## src/rtl/nv_nvdla_hls_shiftleftsat_pipe_if.sv

```systemverilog
// nv_nvdla_hls_shiftleftsat_pipe_if: input/output handshakes and counter status of the shift-left-saturate pipe
interface nv_nvdla_hls_shiftleftsat_pipe_if #(
  parameter int IN_WIDTH    = 16,
  parameter int OUT_WIDTH   = 32,
  parameter int SHIFT_WIDTH = 5
);
  logic                   in_pvld;
  logic                   in_prdy;
  logic [IN_WIDTH-1:0]    in_data;
  logic [SHIFT_WIDTH-1:0] in_shift;
  logic                   out_pvld;
  logic                   out_prdy;
  logic [OUT_WIDTH-1:0]   out_data;
  logic                   out_sat;
  logic                   sat_cnt_clr;
  logic [31:0]            sat_cnt;
  modport master (
    output in_pvld, in_data, in_shift, out_prdy, sat_cnt_clr,
    input  in_prdy, out_pvld, out_data, out_sat, sat_cnt
  );
  modport slave (
    input  in_pvld, in_data, in_shift, out_prdy, sat_cnt_clr,
    output in_prdy, out_pvld, out_data, out_sat, sat_cnt
  );
endinterface

```

## src/rtl/nv_nvdla_hls_shiftleftsat_pipe.sv

```systemverilog
// nv_nvdla_hls_shiftleftsat_pipe: two-stage signed left shift with saturation and saturated-result counter
module nv_nvdla_hls_shiftleftsat_pipe #(
  parameter int IN_WIDTH    = 16,
  parameter int OUT_WIDTH   = 32,
  parameter int SHIFT_WIDTH = 5
) (
  input logic nvdla_core_clk,
  input logic nvdla_core_rst,
  nv_nvdla_hls_shiftleftsat_pipe_if.slave io
);
  localparam int EW = IN_WIDTH + 2**SHIFT_WIDTH - 1;
  logic                   s1_vld_q, s1_vld_d;
  logic [IN_WIDTH-1:0]    s1_data_q, s1_data_d;
  logic [SHIFT_WIDTH-1:0] s1_shift_q, s1_shift_d;
  logic                   out_pvld_q, out_pvld_d;
  logic [OUT_WIDTH-1:0]   out_data_q, out_data_d;
  logic                   out_sat_q, out_sat_d;
  logic [31:0]            sat_cnt_q, sat_cnt_d;
  logic                   s2_ready, in_rdy, in_xfer, s2_load, sat, sat_inc;
  logic [EW-1:0]          ext;
  logic [OUT_WIDTH-1:0]   clamp;
  always_comb begin
    s2_ready   = ~out_pvld_q | io.out_prdy;
    in_rdy     = nvdla_core_rst | ~s1_vld_q | s2_ready;
    in_xfer    = io.in_pvld & in_rdy;
    s2_load    = s1_vld_q & s2_ready;
    s1_vld_d   = in_xfer | (s1_vld_q & ~s2_ready);
    s1_data_d  = in_xfer ? io.in_data : s1_data_q;
    s1_shift_d = in_xfer ? io.in_shift : s1_shift_q;
    // exact product: every bit above the output sign bit must match it
    ext        = {{(EW-IN_WIDTH){s1_data_q[IN_WIDTH-1]}}, s1_data_q} << s1_shift_q;
    sat        = ~(&ext[EW-1:OUT_WIDTH-1] | ~|ext[EW-1:OUT_WIDTH-1]);
    clamp      = s1_data_q[IN_WIDTH-1] ? {1'b1, {(OUT_WIDTH-1){1'b0}}} : {1'b0, {(OUT_WIDTH-1){1'b1}}};
    out_pvld_d = s2_load | (out_pvld_q & ~io.out_prdy);
    out_data_d = s2_load ? (sat ? clamp : ext[OUT_WIDTH-1:0]) : out_data_q;
    out_sat_d  = s2_load ? sat : out_sat_q;
    sat_inc    = out_pvld_q & io.out_prdy & out_sat_q;
    sat_cnt_d  = io.sat_cnt_clr ? {31'b0, sat_inc} : sat_cnt_q + {31'b0, sat_inc & ~&sat_cnt_q};
  end
  always_ff @(posedge nvdla_core_clk) begin
    if (nvdla_core_rst) begin
      s1_vld_q   <= 1'b0;
      s1_data_q  <= '0;
      s1_shift_q <= '0;
      out_pvld_q <= 1'b0;
      out_data_q <= '0;
      out_sat_q  <= 1'b0;
      sat_cnt_q  <= '0;
    end else begin
      s1_vld_q   <= s1_vld_d;
      s1_data_q  <= s1_data_d;
      s1_shift_q <= s1_shift_d;
      out_pvld_q <= out_pvld_d;
      out_data_q <= out_data_d;
      out_sat_q  <= out_sat_d;
      sat_cnt_q  <= sat_cnt_d;
    end
  end
  assign io.in_prdy  = in_rdy;
  assign io.out_pvld = out_pvld_q;
  assign io.out_data = out_data_q;
  assign io.out_sat  = out_sat_q;
  assign io.sat_cnt  = sat_cnt_q;
endmodule

```

## src/flat_wrapper.sv

```systemverilog
// flat-port wrapper written by rule: the top's interface ports become plain ports
module nv_nvdla_hls_shiftleftsat_pipe_flat 
#(
  parameter int IN_WIDTH    = 16,
  parameter int OUT_WIDTH   = 32,
  parameter int SHIFT_WIDTH = 5
)
  (nvdla_core_clk, nvdla_core_rst, io_in_pvld, io_in_data, io_in_shift, io_out_prdy, io_sat_cnt_clr, io_in_prdy, io_out_pvld, io_out_data, io_out_sat, io_sat_cnt);
  nv_nvdla_hls_shiftleftsat_pipe_if #(.IN_WIDTH(IN_WIDTH), .OUT_WIDTH(OUT_WIDTH), .SHIFT_WIDTH(SHIFT_WIDTH)) io_i ();
  input logic nvdla_core_clk;
  input logic nvdla_core_rst;
  input wire logic [$bits(io_i.in_pvld)-1:0] io_in_pvld;
  input wire logic [$bits(io_i.in_data)-1:0] io_in_data;
  input wire logic [$bits(io_i.in_shift)-1:0] io_in_shift;
  input wire logic [$bits(io_i.out_prdy)-1:0] io_out_prdy;
  input wire logic [$bits(io_i.sat_cnt_clr)-1:0] io_sat_cnt_clr;
  output wire logic [$bits(io_i.in_prdy)-1:0] io_in_prdy;
  output wire logic [$bits(io_i.out_pvld)-1:0] io_out_pvld;
  output wire logic [$bits(io_i.out_data)-1:0] io_out_data;
  output wire logic [$bits(io_i.out_sat)-1:0] io_out_sat;
  output wire logic [$bits(io_i.sat_cnt)-1:0] io_sat_cnt;
  assign io_i.in_pvld = io_in_pvld;
  assign io_i.in_data = io_in_data;
  assign io_i.in_shift = io_in_shift;
  assign io_i.out_prdy = io_out_prdy;
  assign io_i.sat_cnt_clr = io_sat_cnt_clr;
  assign io_in_prdy = io_i.in_prdy;
  assign io_out_pvld = io_i.out_pvld;
  assign io_out_data = io_i.out_data;
  assign io_out_sat = io_i.out_sat;
  assign io_sat_cnt = io_i.sat_cnt;
  nv_nvdla_hls_shiftleftsat_pipe #(.IN_WIDTH(IN_WIDTH), .OUT_WIDTH(OUT_WIDTH), .SHIFT_WIDTH(SHIFT_WIDTH)) u_core (.nvdla_core_clk(nvdla_core_clk), .nvdla_core_rst(nvdla_core_rst), .io(io_i));
endmodule
```

## config.mk

```make
export PLATFORM = sky130hd
export DESIGN_NAME = nv_nvdla_hls_shiftleftsat_pipe_flat
export DESIGN_NICKNAME = d
export VERILOG_FILES = /design/src/rtl/nv_nvdla_hls_shiftleftsat_pipe_if.sv /design/src/rtl/nv_nvdla_hls_shiftleftsat_pipe.sv /design/src/flat_wrapper.sv
export SDC_FILE = /design/constraint.sdc
export NUM_CORES = 1
export LEC_CHECK = 0
export BUFFER_PORTS_ARGS = -buffer_cell sky130_fd_sc_hd__buf_2
export CORE_ASPECT_RATIO = 0.5
export CORE_UTILIZATION = 40
export CTS_CLUSTER_SIZE = 20
export DETAILED_ROUTE_END_ITERATION = 7
export PLACE_DENSITY = 0.73
export SETUP_SLACK_MARGIN = 0.1
export SLEW_MARGIN = 20
export SYNTH_ARGS = -nofsm -noshare
export SYNTH_HDL_FRONTEND = slang
export SYNTH_SLANG_ARGS = --single-unit
```

## constraint.sdc

```tcl
create_clock -name nvdla_core_clk -period 3.5 [get_ports nvdla_core_clk]
set_clock_uncertainty 0.1 [all_clocks]
set_input_delay 0.35 -clock nvdla_core_clk [delete_from_list [all_inputs] [get_ports nvdla_core_clk]]
set_output_delay 0.35 -clock nvdla_core_clk [all_outputs]
set_load 0.03 [all_outputs]
```

==> results.md, run 1 <==
- Status: finished, final reports clean
- Cell count along the critical path: 9
- Worst path bufs/invs: 1
- Crit path max-delay family: multiplexers
- RSZ-0062 raised after global routing: yes
- Type of origin of the critical path: flip-flop
- Num CTS Buffers: 9
- Synthesized flop and latch total: 88
- First-pass GRT wire length: 21500 um
- Routed Antenna Nets: 0
- Slew @ Worst Pin: 664 ps
- Drt total wl: 13000 um
- Total GRT Usage: 21.7%
- Die W: 157 um
- Skew-Pair Late Insertion Delay: 350 ps
- Post-synth net total: 622
- CP max stage cell: or4_1
- Max Clk Rate: 0.310 GHz
- Leakage: 2.34 nW
- Delay of the slowest cell on the worst path: 530 ps
- Critical hold path startpoint: io_in_data[10]
- Most frequent cells in the layout: 92 x buf_2, 86 x dfxtp_1, 81 x nor2_1, 77 x nand2_1, 52 x a21oi_1
- Slew HR: 55.6%
- Final hold vios: 0
- Placer Congestion: 0.952
- Inst Count DP: 821
- Root Buffer: clkbuf_16
- Initial Util: 42.5%
- Sequential element share of the synthesized area: 36.4%
- Vias: 4652
- Mapped Avg Cell Area: 8.14 um^2
- H-tree depth: 3
- DR iter-0 viols: 429
- Post-DR wirelength/cell: 15.6 um
- Crit path kind: reg -> reg
- Crit share post-route: 92.1%
- Total chip power: 2.49 mW
- N_diodes: 0
- Top FF cell, synth: dfxtp_1
- Min Tclk post-route: 3220 ps
- Hold Crit Class: in -> reg
- Pwr dens: 432 nW/um^2
- Peak VDD IR: 0.000200 V
- First-pass DRT Iterations: 6
- Worst Hold Path EP: u_core.s1_data_q[10]$_SDFFE_PP0P_
- Largest net degree at the start of global routing: 35
- Row count: 27
- GRT overflow: 0
- Clock Tree Buf Depth: 2
- Die Y-Extent: 79.7 um
- Worst setup EP type: flip-flop
- Fin cells: 837
- Endpoints failing setup: 0
- Vias in the first global route: 4240
- Setup TNS: 0 ps
- HPWL after DPL: 9510 um
- FILL cells: 1138
- # clock sinks: 88
- Critical path cell sequence: mux2_1, mux4_2, or4_1, a211oi_1, nand4_1, o31a_1, buf_12, a221oi_2, nor2_1
- Hold depth: 3
- Synth cell types: 58
- Cells after Synth: 594
- Syn-to-layout area delta: 19.1%
- RR Endpoint: u_core.io.out_data[16]$_SDFFE_PP0P_
- Crit-path max FO: 29
- Final routed DRC violation total: 0
- Layout cells sized above 1: 24.2%
- Vias per cell: 5.56
- CTS tree: built
- Post-synthesis cell area: 4830 um^2
- Most common cell after layout, fill and taps aside: buf_2
- Share of synthesized registers carrying an async set or reset: 0%
- EDFF count, synth: 0
- Number of buffers added on ports: 92
- Yosys warns: 0
- Die area: 12600 um^2
- CP required: 3640 ps
- CORE AREA: 11400 um^2
- IO Count: 93
- Clock-pin slew on the worst setup and hold paths: 70 ps
- Nets: 701
- WP data arrival: 3360 ps
- R2R Setup Slk: 280 ps
- Pins over their slew limit: 0
- Initial antenna violation count: 0
- Worst Reg-to-Reg Cells: 9
- Max Cap Violations: 0
- RR Startpoint: u_core.s1_shift_q[1]$_SDFFE_PP0P_
[cells by family after synthesis]
| kind of cell | Yosys count | share of synthesized area [%] |
|---|---|---|
| and+or+nand+nor | 239 | 22.5 |
| muxes | 38 | 11.1 |
| DFF | 88 | 36.4 |
| xor gates and xnor gates | 25 | 4.53 |
| AOI/OAI and AO/OA | 149 | 20.3 |
| buffers and inverters | 53 | 4.66 |
| adders and majority gates | 2 | 0.518 |
[Yosys cell counts (all sizes together) (3+ instances only)]
cell	instances	area [um^2]
o22ai	15	106
o21ai	30	154
nand2	77	289
clkbuf	33	124
nor2b	6	37.5
a22o	6	52.6
and4	5	43.8
nor2	81	304
mux4	11	248
xor2	20	175
xnor2	5	43.8
dfxtp	88	1760
or3	8	50.1
nor3	11	55.1
a211oi	10	75.1
mux2	10	116
a31oi	3	18.8
inv	9	33.8
buf	9	60.1
o221a	8	90.1
nand4	11	68.8
and2	5	31.3
a21oi	54	278
and3	6	37.5
mux2i	17	170
nand2b	6	37.5
nand3	15	75.1
[cell type report]
| cell class | instances | area [um^2] | area share [%] |
|---|---|---|---|
| multi-input cells | 453 | 2850 | 49.5 |
| flip-flops and latches | 88 | 1760 | 30.6 |
| repair buffers | 110 | 608 | 10.6 |
| clock buffers | 9 | 225 | 3.91 |
| well taps | 159 | 199 | 3.45 |
| clock inverters | 7 | 72.6 | 1.26 |
| inverters | 11 | 41.3 | 0.717 |
[how the worst max path moves through the flow]
stage | start | to
final | u_core.s1_shift_q[1]$_SDFFE_PP0P_ | u_core.io.out_data[16]$_SDFFE_PP0P_
after global routing | u_core.io.sat_cnt[9]$_SDFF_PP0_ | u_core.io.sat_cnt[28]$_SDFF_PP0_
after CTS | u_core.s1_shift_q[1]$_SDFFE_PP0P_ | u_core.io.out_data[16]$_SDFFE_PP0P_
after detailed placement | u_core.s1_shift_q[1]$_SDFFE_PP0P_ | u_core.io.out_data[16]$_SDFFE_PP0P_
after global placement | u_core.s1_shift_q[1]$_SDFFE_PP0P_ | u_core.io.out_data[16]$_SDFFE_PP0P_
after floorplan | u_core.s1_shift_q[1]$_SDFFE_PP0P_ | u_core.io.out_data[0]$_SDFFE_PP0P_
[state kept, by name (all words and copies together) (netlist names)]
signal	flops
u_core.io.out_pvld	1
u_core.s1_vld_q	1
u_core.s1_data_q	16
u_core.s1_shift_q	5
u_core.io.out_sat	1
u_core.io.sat_cnt	32
u_core.io.out_data	32
[worst register-to-register path, delay by kind of cell, from the launching register on]
family | cells | cell delay, ps
mux | 2 | 900
simple gates | 3 | 760
compound gates | 3 | 760
flops | 1 | 430
buf+inv | 1 | 180
[layer usage]
layer	vias up	share of wire [%]	track usage [%]
met5	-	0	0
met1	2184	48	30.0
li1	2286	-	-
met4	0	1.2	5.53
met3	16	7.0	5.10
met2	166	44	33.9
[report_power, final]
group / internal (mW) / switching, mW
Clock: 0.502 / 0.454
Sequential: 1.04 / 0.0360
Combinational: 0.167 / 0.283
Total: 1.71 / 0.773
[what timing repair did]
item / 4_1_cts / 5_1_grt
hold buffers: 0 / 0
resized for setup: 0 / 3
setup endpoints to repair: 0 / 4
buffers inserted: 0 / 0
[per-stage QoR]
| step | worst slack (ps) | cell area [um^2] | util, % | hold WS, ps |
|---|---|---|---|---|
| floorplan | 499 | 4830 | - | 358 |
| global placement | 320 | 5460 | 47.9 | 349 |
| detailed placement | 237 | 5460 | 47.9 | 356 |
| CTS | 225 | 5760 | 50.6 | 116 |
| global route | 98.3 | 5760 | 50.6 | 132 |
| finish | 278 | 5760 | 50.6 | 123 |
No activity file was read; power rests on OpenSTA's default activity.
==> run 2, diff against run 1 <==
--- a/config.mk
+++ b/config.mk
@@ -11,6 +11,7 @@
 export CTS_CLUSTER_SIZE = 20
 export DETAILED_ROUTE_END_ITERATION = 7
 export PLACE_DENSITY = 0.73
+export REMOVE_ABC_BUFFERS = 1
 export SETUP_SLACK_MARGIN = 0.1
 export SLEW_MARGIN = 20
 export SYNTH_ARGS = -nofsm -noshare
==> results.md, run 2 (synthesis gave the netlist of run 1 again) <==
- CTS tree: built
- Placer Congestion: 0.932
- Final routed DRC violation total: 0
- Crit-path max FO: 29
- Delay of the slowest cell on the worst path: 520 ps
- Internal Power: 1.84 mW
- FILL cells: 1119
- RSZ-0062 raised after global routing: no
- Number of buffers added on ports: 92
- CP max stage cell: or4_1
- Skew-Pair Late Insertion Delay: 340 ps
- Worst Hold Path EP: u_core.s1_shift_q[1]$_SDFFE_PP0P_
- Most common cell after layout, fill and taps aside: buf_2
- # clock sinks: 88
- Min Tclk post-route: 3250 ps
- Vias in the first global route: 4113
- Net switching power: 0.726 mW
- Inst Count DP: 821
- Setup WS pre-CTS: 228 ps
- Most frequent cells in the layout: 92 x buf_2, 87 x dfxtp_1, 80 x nor2_1, 77 x nand2_1, 52 x a21oi_1
- IO Count: 93
- Vias per cell: 5.60
- Max Clk Rate: 0.308 GHz
- Initial Util: 42.5%
- H-tree depth: 3
- Crit share post-route: 92.8%
- Final hold slack: 139 ps
- Final hold vios: 0
- WP data arrival: 3380 ps
- Peak VDD IR: 0.000217 V
- Critical hold path startpoint: io_in_shift[1]
- CORE AREA: 11400 um^2
- Largest net degree at the start of global routing: 37
- N_diodes: 0
- R2R Setup Slk: 250 ps
- Pwr dens: 444 nW/um^2
- Clock-pin slew on the worst setup and hold paths: 70 ps
- Root Buffer: clkbuf_16
- Pins over their slew limit: 0
- Comb pwr share: 17.3%
- Slew HR: 44.2%
- First-pass DRT Iterations: 5
- Fin worst setup slack: 250 ps
- Endpoints failing setup: 0
- Max Cap Violations: 0
- Layout cells sized above 1: 24.0%
- Worst setup EP type: flip-flop
- RR Endpoint: u_core.io.out_data[12]$_SDFFE_PP0P_
- Row count: 27
- Hold Crit Class: in -> reg
- Clock Power Share: 40.4%
- Status: finished, final reports clean
- Syn-to-layout area delta: 19.5%
- Routed Antenna Nets: 0
- Core Util, Final: 50.7%
- Die Y-Extent: 79.7 um
- Die W: 157 um
- Worst Reg-to-Reg Cells: 8
- Critical path cell sequence: mux2_1, mux4_2, or4_1, a211oi_1, nand4_1, o31a_1, buf_4, o221a_2
- Sequential power share: 42.3%
- Initial antenna violation count: 0
- CP required: 3630 ps
- Vias: 4684
- Total GRT Usage: 21.1%
- HPWL after DPL: 9560 um
- Type of origin of the critical path: flip-flop
- Die area: 12600 um^2
- Switching share of power: 28.3%
- Leakage: 2.35 nW
- RR Startpoint: u_core.s1_shift_q[1]$_SDFFE_PP0P_
- Hold depth: 3
- Clock Tree Buf Depth: 2
- Drt total wl: 13000 um
- Post-DR wirelength/cell: 15.5 um
- DR iter-0 viols: 514
- GRT overflow: 0
- Nets: 701
- Slew @ Worst Pin: 828 ps
- Fin cells: 837
- Num CTS Buffers: 9
- Crit path kind: reg -> reg
- First-pass GRT wire length: 20900 um
-- run 2: stage by stage --
step	total power, mW	cell area (um^2)	TNS, ps
3_5_place_dp	1.54	5450	0
3_3_place_gp	1.54	5450	0
4_1_cts	2.58	5770	0
6_report	2.57	5780	0
2_1_floorplan	1.40	4650	-12160
5_1_grt	2.67	5780	0
-- run 2: how the worst max path moves through the flow --
stage	startpoint	slack [ps]	to	cells after the start
2_1_floorplan	u_core.s1_shift_q[1]$_SDFFE_PP0P_	-450	u_core.io.out_data[10]$_SDFFE_PP0P_	7
3_3_place_gp	u_core.s1_shift_q[1]$_SDFFE_PP0P_	280	u_core.io.out_data[3]$_SDFFE_PP0P_	8
3_5_place_dp	u_core.s1_shift_q[1]$_SDFFE_PP0P_	230	u_core.io.out_data[12]$_SDFFE_PP0P_	8
4_1_cts	u_core.s1_shift_q[1]$_SDFFE_PP0P_	220	u_core.io.out_data[12]$_SDFFE_PP0P_	8
5_1_grt	u_core.s1_shift_q[1]$_SDFFE_PP0P_	110	u_core.io.out_data[16]$_SDFFE_PP0P_	9
6_report	u_core.s1_shift_q[1]$_SDFFE_PP0P_	250	u_core.io.out_data[12]$_SDFFE_PP0P_	8
-- run 2: layout make-up --
class	count	area [um^2]	share of cell area (%)
sequential	88	1760	30.5
inverter	11	41.3	0.715
multi-input combinational	453	2860	49.4
clock buffer	10	229	3.96
clock inverter	6	92.6	1.60
tap	159	199	3.44
timing repair buffer	110	596	10.3
-- run 2: layer usage --
layer	wire [um]	up-vias	share of wire (%)	global-route usage (%)
met5	0	-	0	0
met4	142	0	1.1	4.76
met3	991	14	7.6	4.40
met2	5750	190	44	33.2
met1	6100	2188	47	29.6
li1	-	2292	-	-
-- run 2: timing repair --
action / 4_1_cts / 5_1_grt
resized for setup: 0 / 3
endpoints found under the setup margin: 0 / 24
hold buffers: 0 / 0
buffers inserted: 0 / 0
-- run 2: worst max-delay path, delay by kind of cell (launching register included) --
kind                   cells  cell delay [ps]
DFF                        1              420
muxes                      2              890
and+or+nand+nor            2              690
AOI/OAI and AO/OA          3              790
buffers and inverters      1              240
-- run 2: power by group through the flow --
stage / registers, mW / clock network [mW] / logic, mW
6_report: 1.09 / 1.04 / 0.444
5_1_grt: 1.09 / 1.10 / 0.479
4_1_cts: 1.09 / 1.05 / 0.439
3_5_place_dp: 1.11 / 0 / 0.437
3_3_place_gp: 1.11 / 0 / 0.434
2_1_floorplan: 1.17 / 0 / 0.225
